<file path="src/rtl/toy_cpu_pkg.sv">
// Shared definitions for the toy CPU control path: opcodes, ALU selects,
// sequencer state encoding and decoded-flag bundle.
// Optional single-step support is enabled with `define TOYUP_SINGLE_STEP_EN.
package toy_cpu_pkg;

    localparam int unsigned IW_DEFAULT  = 8;
    localparam int unsigned PCW_DEFAULT = 3;

    localparam logic [2:0] OP_NOP = 3'b000;
    localparam logic [2:0] OP_LDA = 3'b001;
    localparam logic [2:0] OP_ADD = 3'b010;
    localparam logic [2:0] OP_SUB = 3'b011;
    localparam logic [2:0] OP_OUT = 3'b100;
    localparam logic [2:0] OP_JMP = 3'b101;
    localparam logic [2:0] OP_JZ  = 3'b110;
    localparam logic [2:0] OP_HLT = 3'b111;

    localparam logic [1:0] ALU_PASS = 2'b00;
    localparam logic [1:0] ALU_ADD  = 2'b01;
    localparam logic [1:0] ALU_SUB  = 2'b10;

    localparam int unsigned StateW = 3;

    typedef enum logic [StateW-1:0] {
        StIdle    = 3'd0,
        StFetch   = 3'd1,
        StDecode  = 3'd2,
        StExecute = 3'd3,
        StHalt    = 3'd4
`ifdef TOYUP_SINGLE_STEP_EN
        ,
        StPause   = 3'd5
`endif
    } state_e;

    // Decoded control flags, registered in DECODE and used in EXECUTE
    typedef struct packed {
        logic       acc_load;
        logic [1:0] alu_op;
        logic       out_load;
        logic       jump;
        logic       cond;
        logic       hlt;
    } dec_t;

endpackage

</file>
<file path="src/rtl/toy_decode.sv">
// Combinational opcode decoder: opcode field of the instruction register to
// the control flags consumed by the sequencer.
module toy_decode
    import toy_cpu_pkg::*;
(
    input  logic [2:0] opcode_i,
    output dec_t       dec_o
);

    // Opcode table; alu_op stays ALU_PASS for anything that does not load acc
    always_comb begin
        dec_o = '0;
        case (opcode_i)
            OP_LDA: begin
                dec_o.acc_load = 1'b1;
                dec_o.alu_op   = ALU_PASS;
            end
            OP_ADD: begin
                dec_o.acc_load = 1'b1;
                dec_o.alu_op   = ALU_ADD;
            end
            OP_SUB: begin
                dec_o.acc_load = 1'b1;
                dec_o.alu_op   = ALU_SUB;
            end
            OP_OUT:  dec_o.out_load = 1'b1;
            OP_JMP:  dec_o.jump     = 1'b1;
            OP_JZ:   dec_o.cond     = 1'b1;
            OP_HLT:  dec_o.hlt      = 1'b1;
            default: ;
        endcase
    end

endmodule

</file>
<file path="src/rtl/toy_ctrl_seq.sv">
// Toy CPU control sequencer: FETCH/DECODE/EXECUTE around the 3-bit
// instruction counter, driving its en/clr and one-cycle datapath strobes.
// Define TOYUP_SINGLE_STEP_EN to add the step_i port and a PAUSE state
// between instructions.
module toy_ctrl_seq
    import toy_cpu_pkg::*;
#(
    parameter int unsigned IW  = IW_DEFAULT,
    parameter int unsigned PCW = PCW_DEFAULT
) (
    input  logic          clk_i,
    input  logic          rst_ni,
    input  logic          start_i,
`ifdef TOYUP_SINGLE_STEP_EN
    input  logic          step_i,
`endif
    input  logic [PCW-1:0] pc_i,
    input  logic [IW-1:0]  instr_i,
    input  logic           acc_zero_i,
    output logic           pc_en_o,
    output logic           pc_clr_o,
    output logic [IW-1:0]  ir_o,
    output logic [IW-4:0]  imm_o,
    output logic           acc_load_o,
    output logic [1:0]     alu_op_o,
    output logic           out_load_o,
    output logic           halted_o,
    output logic           busy_o
);

    state_e        state_q, state_d;
    logic [IW-1:0] ir_q;
    dec_t          dec_q, dec_d;

    // The counter value is observed by the datapath only; sequencing never needs it
    logic unused_pc;
    assign unused_pc = ^pc_i;

    toy_decode u_decode (
        .opcode_i (ir_q[IW-1:IW-3]),
        .dec_o    (dec_d)
    );

    // State register
    always_ff @(posedge clk_i) begin
        if (!rst_ni) begin
            state_q <= StIdle;
        end else begin
            state_q <= state_d;
        end
    end

    // Instruction register loads in FETCH, decoded flags latch in DECODE
    always_ff @(posedge clk_i) begin
        if (!rst_ni) begin
            ir_q  <= '0;
            dec_q <= '0;
        end else begin
            if (state_q == StFetch) begin
                ir_q <= instr_i;
            end
            if (state_q == StDecode) begin
                dec_q <= dec_d;
            end
        end
    end

    // Next-state logic
    always_comb begin
        state_d = state_q;
        case (state_q)
            StIdle, StHalt: begin
                if (start_i) begin
                    state_d = StFetch;
                end
            end
            StFetch:  state_d = StDecode;
            StDecode: state_d = StExecute;
            StExecute: begin
                if (dec_q.hlt) begin
                    state_d = StHalt;
                end else begin
`ifdef TOYUP_SINGLE_STEP_EN
                    state_d = StPause;
`else
                    state_d = StFetch;
`endif
                end
            end
`ifdef TOYUP_SINGLE_STEP_EN
            StPause: begin
                if (step_i) begin
                    state_d = StFetch;
                end
            end
`endif
            default: state_d = StIdle;
        endcase
    end

    // Outputs: strobes only in EXECUTE, counter clear on (re)start
    always_comb begin
        pc_en_o    = 1'b0;
        pc_clr_o   = 1'b0;
        acc_load_o = 1'b0;
        alu_op_o   = ALU_PASS;
        out_load_o = 1'b0;
        halted_o   = 1'b0;
        busy_o     = 1'b0;
        case (state_q)
            StIdle, StHalt: begin
                halted_o = (state_q == StHalt);
                if (start_i) begin
                    pc_en_o  = 1'b1;
                    pc_clr_o = 1'b1;
                end
            end
            StFetch, StDecode: busy_o = 1'b1;
            StExecute: begin
                busy_o     = 1'b1;
                acc_load_o = dec_q.acc_load;
                alu_op_o   = dec_q.acc_load ? dec_q.alu_op : ALU_PASS;
                out_load_o = dec_q.out_load;
                // HLT leaves pc on the HLT word
                pc_en_o    = !dec_q.hlt;
                pc_clr_o   = dec_q.jump | (dec_q.cond & acc_zero_i);
            end
`ifdef TOYUP_SINGLE_STEP_EN
            StPause: busy_o = 1'b1;
`endif
            default: ;
        endcase
    end

    assign ir_o  = ir_q;
    assign imm_o = ir_q[IW-4:0];

endmodule

</file>
<file path="config.mk">
export PLATFORM = sky130hd
export DESIGN_NAME = toy_ctrl_seq
export DESIGN_NICKNAME = d
export VERILOG_FILES = /design/src/rtl/toy_cpu_pkg.sv /design/src/rtl/toy_decode.sv /design/src/rtl/toy_ctrl_seq.sv
export SDC_FILE = /design/constraint.sdc
export NUM_CORES = 1
export LEC_CHECK = 0
export ABC_AREA = 1
export CAP_MARGIN = 0
export CELL_PAD_IN_SITES_DETAIL_PLACEMENT = 0
export CELL_PAD_IN_SITES_GLOBAL_PLACEMENT = 1
export CORE_UTILIZATION = 30
export DETAILED_ROUTE_END_ITERATION = 16
export MAX_ROUTING_LAYER = met4
export PLACE_DENSITY = 0.91
export SYNTH_ARGS = -nofsm -noshare
export SYNTH_HDL_FRONTEND = slang
export SYNTH_SLANG_ARGS = --single-unit
export TNS_END_PERCENT = 5
</file>
<file path="constraint.sdc">
create_clock -name clk_i -period 2.4 [get_ports clk_i]
set_input_delay 0.48 -clock clk_i [delete_from_list [all_inputs] [get_ports clk_i]]
set_output_delay 0.48 -clock clk_i [all_outputs]
set_load 0.01 [all_outputs]
</file>
==> impl_summary.log <==
[metrics] share of the yosys chip area belonging to registers: approximately two fifths
[metrics] peak fanout along the critical path: 6
[metrics] DRC Markers: 2
[metrics] vias: 899
[metrics] switch share: 37.1%
[metrics] Hold Path Origin: dec_q[1]
[metrics] layout cells sized above 1: under 10%
[metrics] Critical Path End Type: output port
[metrics] post-CTS setup repair buffer count: 0
[metrics] part of the total power dissipated in sequential elements: around 40%
[metrics] CTS tree: yes
[metrics] series of cell instances along the critical path: inv_2 -> nor2_4 -> nand2_1 -> nor3_1 -> clkdlybuf4s50_1
[metrics] Clock Skews: 0.00520 ns
[metrics] clock-pin slew of the registers on the worst-case setup and hold paths: roughly 0.10 ns
[metrics] post-cts hold buffer count: 0
[metrics] Avg Vias per Cell: about 4.4
[metrics] row count: 19
[metrics] count of boundary I/O pins: 36
[metrics] number of buffers added by the clock tree synthesis step: 3
[metrics] area of the die: approximately 3300 um^2
[metrics] path class of the lowest-slack min-delay path: reg2reg
[metrics] post-route antenna net violation count: 0
[metrics] crit-path max cell delay: approximately 0.57 ns
[metrics] Max Cap Violations: 0
[metrics] global-route wire length before repair: around 3300 um
[metrics] worst-case setup slack after placement: ~0.19 ns
[metrics] gate count of the mapped netlist: around 150
[metrics] total gr overflow: 0
[metrics] Clock Power Share: 16.8%
[metrics] dpl hpwl: ~1400 um
[metrics] Highest Clock Rate: ~450 MHz
[metrics] Buffers & Inverters on Critical Path: 2
[metrics] net switching power: slightly above 400 uW
[metrics] measured slew at the worst slew-check pin: 0.620 ns
[metrics] hold-critical path depth: 4
[metrics] number of DRC violations after detailed-routing iteration 0: 23
[metrics] cell count after placement: roughly 200
[metrics] Synth Area per Inst: between 6 and 7 um^2
[metrics] buffer levels on the longest clock path: 2
[metrics] Final setup violation count: 0
[metrics] antenna cells: 0
[metrics] run status: finished, violations left
[metrics] wirelength, routed: ~1900 um
[metrics] static power due to leakage: 0.000584 uW
[metrics] r2r worst-path depth: 6
[metrics] Net Count, Synth: roughly 160
[metrics] unrepaired setup endpoints after global routing: no
[metrics] I/O Buffers: 32
[metrics] classification of the worst setup path: reg2out
[metrics] data required time at the worst endpoint: roughly 1.9 ns
[metrics] final-report max-slew violation count: 0
[metrics] post-route setup slack: 0.154 ns
[metrics] number of global-route vias before repair: 828
[metrics] part of the total power dissipated in combinational logic: about 44%
[metrics] Overall Global Routing Usage: between 10 and 15%
[metrics] insertion delay to the later sink of the worst-skew pair: between 0.2 and 0.3 ns
[metrics] Reg-to-Reg Start: state_q[2]
[metrics] critical path's top delay family: buffers and inverters
[metrics] Total Negative Setup Slacks: 0 ns
[metrics] worst-case register-to-register setup slack: roughly 1.3 ns
[metrics] Sinks on Clock Net: 18
[metrics] startpoint type of the worst setup path: flop
[metrics] r2r endpoint: dec_q[4]
[metrics] Pint: 693 uW
[metrics] area added between synthesis and finish: 35.4%
[metrics] total placed instance area: between 1000 and 1500 um^2
[metrics] CP arrival: between 1.5 and 2 ns
[metrics] placeable core region: about 2900 um^2
[metrics] peak ir drop on the vdd network: between 0.2 and 0.3 mV
[metrics] Tcrit/Tclk final: around 94%
[metrics] final design utilization: 44.0%
[metrics] post-synth top area share: 38.9%
[metrics] violated checks: design-rule violations
[metrics] final net count: 190
[metrics] power per cell area: just under 900 nW/um^2
[metrics] library cell contributing the largest single delay on the critical path: sky130_fd_sc_hd__clkdlybuf4s50_1
[metrics] antenna violations before repair: 0
[metrics] Hold Crit Endpoint: dec_q[1]
[metrics] library cell with the largest summed area after synthesis: sky130_fd_sc_hd__dfxtp_1
[metrics] Post-Syn Area: 927 um^2
[metrics] gpl congestion: 0.761
[metrics] Synth area leaders: sky130_fd_sc_hd__dfxtp_1 (39%), sky130_fd_sc_hd__nand2_1 (17%), sky130_fd_sc_hd__nor2_1 (13%)
[metrics] Resized Gates After CTS: 0
[metrics] die extent in y: 57.6 um
[metrics] number of hold violations in the final report: 0
[metrics] count of cell types in the netlist: 18
[metrics] number of optimization iterations in the first detailed-route pass: 12
[metrics] number of non-filler instances in the completed layout: 205
[metrics] largest net degree at the start of global routing: 18
[metrics] average detailed-routed wire length per instance: 9.27 um
[metrics] warning count from the yosys run: 0
[metrics] Final Instance Area: 1250 um^2
[metrics] H-tree depth: 1
[metrics] effective utilization at floorplan: 32.5%
[metrics] chip width: approximately 58 um
[metrics] #FFs+latches synth: 18
[metrics] root buffer cell: sky130_fd_sc_hd__clkbuf_4
[metrics] worst relative slew slack: between 50 and 60%
[metrics] crit path time final: 2.25 ns
-- worst max path at each step --
| stage | depth (start not counted) | slack [ns] | to | from |
|---|---|---|---|---|
| finish | 5 | 0.15 | alu_op_o[0] | state_q[1] |
| CTS | 5 | 0.14 | alu_op_o[0] | state_q[1] |
| detailed placement | 4 | 0.19 | pc_clr_o | acc_zero_i |
| floorplan | 4 | 0.98 | pc_clr_o | state_q[1] |
| global route | 5 | 0.03 | alu_op_o[0] | state_q[1] |
| global placement | 4 | 0.21 | pc_clr_o | acc_zero_i |
-- power by group through the flow --
stage / Combinational [uW] / Sequential, uW / Clock (uW)
after global routing: 557 / 439 / 203
after global placement: 483 / 433 / 0
after CTS: 494 / 429 / 196
after detailed placement: 491 / 436 / 0
after floorplan: 312 / 442 / 0
final: 488 / 429 / 185
-- worst reg2reg max path, cell delays in order (launching register included) --
cell,delay [ns]
sky130_fd_sc_hd__dfxtp_1,0.36
sky130_fd_sc_hd__inv_2,0.12
sky130_fd_sc_hd__nand2_1,0.06
sky130_fd_sc_hd__nor2_1,0.26
sky130_fd_sc_hd__nand2_1,0.10
sky130_fd_sc_hd__nand2_1,0.08
sky130_fd_sc_hd__nor2_1,0.05
-- flip-flops by register name (all words and copies together), names as in the netlist --
name / flops
ir_o: 8
dec_q: 7
state_q: 3
-- kinds of logic (layout without fill, tap and decap cells) --
| family | after synthesis | in the layout | synth area share [%] |
|---|---|---|---|
| simple gates | 88 | 88 | 39.9 |
| flops | 18 | 18 | 38.9 |
| buf+inv | 33 | 61 | 17.4 |
| compound gates | 7 | 7 | 3.78 |
-- per-layer routing --
| metal | wire length [um] | global-route usage [%] |
|---|---|---|
| met1 | 895 | 14.5 |
| met3 | 64 | 2.04 |
| met2 | 900 | 21.9 |
| met4 | 40 | 7.32 |
| met5 | 0 | - |
-- Yosys cell counts, drive strengths merged --
cell and instances:
clkbuf 1, nand3 5, nand3b 1, nand4 1, inv 25, a21oi 4
nor3 2, nor2 34, buf 7, o21ai 3, nand2 45, dfxtp 18
-- cell type report --
type / instances / area [um^2]
well taps: 31 / 38.8
repair buffers: 32 / 320
multi-input cells: 95 / 405
clock buffers: 4 / 36.3
inverters: 25 / 93.8
flip-flops and latches: 18 / 360
fillers: 301 / 1600
-- per-stage QoR --
step,hold WS (ns),power (uW)
5_1_grt,0.555,1200
4_1_cts,0.522,1120
3_5_place_dp,0.503,927
6_report,0.520,1100
2_1_floorplan,0.475,754
3_3_place_gp,0.501,916
-- placed cells by master (no fill, tap or decap) --
cell / synthesis / final
sky130_fd_sc_hd__nand3_1: 4 / 4
sky130_fd_sc_hd__nand2_1: 43 / 43
sky130_fd_sc_hd__nor3_1: 2 / 2
sky130_fd_sc_hd__nand4_1: 1 / 1
sky130_fd_sc_hd__inv_2: 2 / 2
sky130_fd_sc_hd__clkbuf_4: 0 / 3
sky130_fd_sc_hd__clkbuf_8: 1 / 1
sky130_fd_sc_hd__o21ai_0: 3 / 3
sky130_fd_sc_hd__clkdlybuf4s50_1: 0 / 32
sky130_fd_sc_hd__inv_1: 23 / 23
sky130_fd_sc_hd__nor2_1: 33 / 33
sky130_fd_sc_hd__dfxtp_1: 18 / 18
sky130_fd_sc_hd__nand3b_1: 1 / 1
sky130_fd_sc_hd__a21oi_1: 4 / 4
sky130_fd_sc_hd__nand3_4: 1 / 1
sky130_fd_sc_hd__nor2_4: 1 / 1
sky130_fd_sc_hd__nand2_2: 2 / 2
No activity file was read; power rests on OpenSTA's default activity.
